<file path="src/rtl/seq_adder_pkg.sv">
// Shared types and sizing helpers for the multi-cycle add/subtract unit.
package seq_adder_pkg;

    typedef enum logic [1:0] {
        IDLE,
        RUN,
        DONE
    } state_t;

    localparam int DEF_WIDTH = 32;
    localparam int DEF_CHUNK = 8;

    function automatic int calc_nchunk(input int width, input int chunk);
        return width / chunk;
    endfunction

    // Keep the index at least one bit wide so NCHUNK=1 still has a legal counter.
    function automatic int calc_idx_w(input int nchunk);
        return (nchunk > 1) ? $clog2(nchunk) : 1;
    endfunction

endpackage

</file>
<file path="src/rtl/chunk_adder.sv">
// Combinational CHUNK-bit ripple-carry adder built from per-bit full adders.
module chunk_adder #(
    parameter int CHUNK = 8
) (
    input  logic [CHUNK-1:0] a,
    input  logic [CHUNK-1:0] b,
    input  logic             cin,
    output logic [CHUNK-1:0] s,
    output logic             cout
);

    logic [CHUNK:0] c;

    assign c[0] = cin;

    for (genvar i = 0; i < CHUNK; i++) begin : g_fa
        assign s[i]   = a[i] ^ b[i] ^ c[i];
        assign c[i+1] = (a[i] & b[i]) | (c[i] & (a[i] ^ b[i]));
    end

    assign cout = c[CHUNK];

endmodule

</file>
<file path="src/rtl/seq_adder.sv">
// Multi-cycle add/subtract unit: adds CHUNK bits per cycle through a registered
// carry, with valid/ready handshakes on the operand and result sides.
module seq_adder
    import seq_adder_pkg::*;
#(
    parameter int WIDTH = DEF_WIDTH,
    parameter int CHUNK = DEF_CHUNK
) (
    input  logic             clk,
    input  logic             rst,
    input  logic             in_valid,
    output logic             in_ready,
    input  logic [WIDTH-1:0] a,
    input  logic [WIDTH-1:0] b,
    input  logic             cin,
    input  logic             sub,
    output logic             out_valid,
    input  logic             out_ready,
    output logic [WIDTH-1:0] sum,
    output logic             cout,
    output logic             ovf
);

    localparam int NCHUNK = calc_nchunk(WIDTH, CHUNK);
    localparam int IDX_W  = calc_idx_w(NCHUNK);
    localparam logic [IDX_W-1:0] LAST_IDX   = IDX_W'(NCHUNK - 1);
    localparam logic [WIDTH-1:0] CHUNK_MASK = WIDTH'({CHUNK{1'b1}});

    state_t           state;
    logic [WIDTH-1:0] a_reg;
    logic [WIDTH-1:0] b_reg;
    logic             carry;
    logic [IDX_W-1:0] idx;

    logic [CHUNK-1:0] a_chunk;
    logic [CHUNK-1:0] b_chunk;
    logic [CHUNK-1:0] s_chunk;
    logic             c_chunk;
    int               shamt;

    assign shamt   = CHUNK * int'(idx);
    assign a_chunk = CHUNK'(a_reg >> shamt);
    assign b_chunk = CHUNK'(b_reg >> shamt);

    chunk_adder #(
        .CHUNK(CHUNK)
    ) u_chunk (
        .a   (a_chunk),
        .b   (b_chunk),
        .cin (carry),
        .s   (s_chunk),
        .cout(c_chunk)
    );

    // b_reg holds b already inverted for subtraction, so the chain only ever adds.
    always_ff @(posedge clk) begin
        if (rst) begin
            state     <= IDLE;
            in_ready  <= 1'b1;
            out_valid <= 1'b0;
            sum       <= '0;
            cout      <= 1'b0;
            ovf       <= 1'b0;
            idx       <= '0;
            carry     <= 1'b0;
            a_reg     <= '0;
            b_reg     <= '0;
        end else begin
            case (state)
                IDLE: begin
                    if (in_valid) begin
                        a_reg    <= a;
                        b_reg    <= sub ? ~b : b;
                        carry    <= sub ? 1'b1 : cin;
                        idx      <= '0;
                        in_ready <= 1'b0;
                        state    <= RUN;
                    end
                end
                RUN: begin
                    sum   <= (sum & ~(CHUNK_MASK << shamt)) | (WIDTH'(s_chunk) << shamt);
                    carry <= c_chunk;
                    idx   <= idx + 1'b1;
                    if (idx == LAST_IDX) begin
                        cout      <= c_chunk;
                        ovf       <= (a_reg[WIDTH-1] == b_reg[WIDTH-1]) &&
                                     (s_chunk[CHUNK-1] != a_reg[WIDTH-1]);
                        out_valid <= 1'b1;
                        state     <= DONE;
                    end
                end
                DONE: begin
                    if (out_ready) begin
                        out_valid <= 1'b0;
                        in_ready  <= 1'b1;
                        state     <= IDLE;
                    end
                end
                default: begin
                    state <= IDLE;
                end
            endcase
        end
    end

endmodule

</file>
<file path="config.mk">
export PLATFORM = sky130hd
export DESIGN_NAME = seq_adder
export DESIGN_NICKNAME = d
export VERILOG_FILES = /design/src/rtl/seq_adder_pkg.sv /design/src/rtl/chunk_adder.sv /design/src/rtl/seq_adder.sv
export SDC_FILE = /design/constraint.sdc
export NUM_CORES = 1
export LEC_CHECK = 0
export CAP_MARGIN = 20
export CORE_MARGIN = 2
export CORE_UTILIZATION = 29
export CTS_BUF_LIST = sky130_fd_sc_hd__clkbuf_4 sky130_fd_sc_hd__clkbuf_8
export CTS_CLUSTER_DIAMETER = 50
export DETAILED_ROUTE_END_ITERATION = 8
export PLACE_DENSITY = 0.57
export SLEW_MARGIN = 20
export SYNTH_ARGS = -nofsm -noshare
export SYNTH_HDL_FRONTEND = slang
export SYNTH_SLANG_ARGS = --single-unit
</file>
<file path="constraint.sdc">
create_clock -name clk -period 9 [get_ports clk]
set_clock_uncertainty 0.05 [all_clocks]
set_input_delay 2.7 -clock clk [delete_from_list [all_inputs] [get_ports clk]]
set_output_delay 2.7 -clock clk [all_outputs]
set_load 0.01 [all_outputs]
</file>
==> impl_metrics.py <==
metrics = {
    "logic_synthesis": {
        "synthTopCellsByArea": "dfxtp_1, mux4_2, a22o_1",
        "yosys.area.top_type": "dfxtp_1",
        "netlist_instances": 463,
        "synth_seq_cells": 105,
        "yosys_warnings": 0,
        "avgSynthCellArea_sq_um": 9.85,
        "synthDistinctLibCells": 33,
        "netlist.area_leader.share_pct": 46.1,
        "syn-num-nets": 545,
        "yosysSeqAreaShare_pct": 46.1,
        "netlist_area_sq_um": 4560,
    },
    "route": {
        "wl_met1_um": 5470,
        "highest_layer": "met4",
        "num_vias": 3583,
        "wl_um": 11500,
        "dr_wl_met3_um": 559,
        "drtIter0Drc": 227,
        "post_drt_via_cell_ratio": 4.71,
        "wl_per_cell_um": 15.2,
        "dr.pass1.iters": 4,
        "ant_nets": 0,
        "drc": 0,
        "route.met2.wl_um": 5230,
    },
    "cts": {
        "clock_path_buffers": 2,
        "clkSlewWorstSetupHoldPaths_ns": 0.10,
        "cts_root_buffer": "clkbuf_8",
        "postCtsSetupRepairBufs": 0,
        "ctsResizeCount": 0,
        "htreeDepth": 3,
        "clkLatencyLatePin_ns": 0.37,
        "hold_buffers": 0,
        "clkSinkCount": 105,
        "tritoncts": "built",
        "cts_made_buffers": 9,
    },
    "pwr": {
        "power_frac_seq_pct": 51.2,
        "p_int_mw": 0.732,
        "p_clk_share_pct": 32.3,
        "p_sw_share_pct": 26.7,
        "power.net_switching_mw": 0.266,
        "p_per_area_nw_per_um2": 168,
        "total_power_mw": 0.998,
        "p_leak_nw": 2.08,
        "ir_drop_mv": 0.0802,
        "power_frac_comb_pct": 16.6,
    },
    "sta": {
        "finalSetupTns_ns": 0,
        "final_hold_viol_count": 0,
        "max_freq_mhz": 206,
        "max_slew_margin_pct": 31.3,
        "finalCriticalPeriod_ns": 4.86,
        "layout_worst_path_cycle_share_pct": 54.0,
        "setup-violations-final": 0,
        "drv_slew": 0,
        "rsz0062_at_grt": "no",
        "timing_worst_slew_pin_value_ns": 1.03,
    },
    "global_routing": {
        "grt_pass1_vias": 3581,
        "grt_pass1_wl_um": 18300,
        "grt_overflow_total": 0,
        "grtUsageTotal_pct": 14.1,
        "grt_max_degree": 87,
        "antenna_found_initial": 0,
    },
    "run": {
        "cap_violations": 0,
    },
    "setup_path": {
        "path_max_fanout": 17,
        "startpoint_type": "register",
        "slowest_delay_ns": 0.51,
        "cp-end-kind": "register",
        "r2r_end": "sum[23]$_SDFFE_PP0P_",
        "cp_data_arrival_time_ns": 5.08,
        "reg2reg_depth": 14,
        "crit_top_cell": "fa_1",
        "cp.required_ns": 9.22,
        "slowest_stage": "dfxtp_1",
        "cp_cell_sequence": "buf_4 > mux4_2 > inv_1 > fa_1 > fa_1 > fa_1 > fa_1 > fa_1 > fa_1 > inv_1 > fa_1 > fa_1 > nor2b_1 > a22o_1",
        "crit_type": "reg -> reg",
        "rrSetupSlack_ns": 4.14,
        "r2r-start": "idx[0]$_SDFFE_PP0P_",
    },
    "finish": {
        "num_antenna_cells": 0,
        "final_common_cell": "dfxtp_1",
        "fillCellCount": 1538,
        "final_nets": 628,
        "multi_input_area_sq_um": 2200,
        "layout-drive-gt1-share_pct": 8.00,
        "final_cell_mix": "dfxtp_1, clkdlybuf4s50_1, nand2_1",
        "syn_to_final_growth_pct": 30.1,
        "seq_area_sq_um": 2100,
    },
    "floorplanning": {
        "ioPinCount": 106,
        "die_h_um": 129,
        "start_util_pct": 29.9,
        "die_x_um": 129,
        "dieArea_sq_um": 16700,
        "core_area_sq_um": 15300,
        "fp-row-count": 45,
    },
    "place": {
        "gp_congestion": 0.833,
        "dp_hpwl_um": 8730,
        "numPortBuffers": 105,
    },
    "hold_path": {
        "min_to": "a_reg[24]$_SDFFE_PP0P_",
        "hold_depth": 2,
        "hp-start": "a_reg[24]$_SDFFE_PP0P_",
        "hp-class": "reg -> reg",
    },
    "run_status": {
        "outcome": "finished, final reports clean",
    },
}
cell type report:
cell class,count,area share (%)
Clock buffer,9,2.09
Clock inverter,6,1.54
Inverter,18,1.14
Multi-Input combinational cell,302,37.2
Sequential cell,105,35.4
Tap cell,211,4.45
Timing Repair Buffer,110,18.2
synth_stat cells, drive strengths merged:
| cell | instances |
|---|---|
| mux2i | 1 |
| o31ai | 1 |
| nor2 | 42 |
| a22oi | 1 |
| nand2b | 1 |
| nand3b | 2 |
| nor3b | 2 |
| nor2b | 4 |
| buf | 24 |
| o21ai | 2 |
| o21bai | 2 |
| dfxtp | 105 |
| a21oi | 42 |
| a22o | 32 |
| mux4 | 16 |
| nand3 | 2 |
| fa | 8 |
| and3 | 4 |
| a211oi | 33 |
| ha | 4 |
| or3b | 1 |
| a2bb2oi | 1 |
| xnor2 | 32 |
| clkbuf | 14 |
| nor3 | 1 |
| and3b | 1 |
| nand2 | 67 |
| inv | 18 |
stage by stage:
stage	cells	utilization (%)	hold slack (ns)	cell area [sq um]	setup slack (ns)
after detailed placement	746	37.5	0.398	5720	4.13
after global routing	761	38.9	0.437	5930	3.87
final	761	38.9	0.408	5930	4.14
after CTS	761	38.9	0.412	5930	4.11
after floorplan	463	-	0.383	4560	4.43
after global placement	746	37.5	0.397	5720	4.22
metal layers:
layer  vias up  track usage (%)
li1       1765                -
met1      1700             18.4
met2       101             23.0
met3        17             2.73
met4         0             5.56
met5         -                0
worst max-delay path by stage:
| stage | startpoint | endpoint | slack, ns | depth (start not counted) |
|---|---|---|---|---|
| 4_1_cts | idx[0]$_SDFFE_PP0P_ | sum[23]$_SDFFE_PP0P_ | 4.11 | 14 |
| 3_3_place_gp | idx[0]$_SDFFE_PP0P_ | sum[23]$_SDFFE_PP0P_ | 4.22 | 14 |
| 5_1_grt | idx[0]$_SDFFE_PP0P_ | sum[23]$_SDFFE_PP0P_ | 3.87 | 14 |
| 6_report | idx[0]$_SDFFE_PP0P_ | sum[23]$_SDFFE_PP0P_ | 4.14 | 14 |
| 2_1_floorplan | idx[0]$_SDFFE_PP0P_ | sum[23]$_SDFFE_PP0P_ | 4.43 | 15 |
| 3_5_place_dp | idx[1]$_SDFFE_PP0P_ | sum[23]$_SDFFE_PP0P_ | 4.13 | 14 |
cell families after synthesis:
family / share of synthesized area [%]
flip-flops: 46.1
AND/OR/NAND/NOR: 11.9
buffers and inverters: 5.57
multiplexers: 8.12
adder cells (fa/ha/maj): 4.61
XOR/XNOR: 6.15
AO/OA/AOI/OAI: 17.6
worst max-delay path, delay by kind of cell, from the launching register on:
family | cells | cell delay, ns
flip-flops | 1 | 0.51
AND/OR/NAND/NOR | 1 | 0.19
multiplexers | 1 | 0.28
buffers and inverters | 3 | 0.49
AO/OA/AOI/OAI | 1 | 0.28
adder cells (fa/ha/maj) | 8 | 2.97
power by group through the flow:
stage          Sequential [mW]  Combinational (mW)  Clock [mW]
4_1_cts                  0.511               0.168       0.328
6_report                 0.511               0.165       0.322
5_1_grt                  0.514               0.184       0.343
2_1_floorplan            0.514               0.106           0
3_3_place_gp             0.521               0.165           0
3_5_place_dp             0.522               0.168           0
Power figures use the tool's default switching activity.
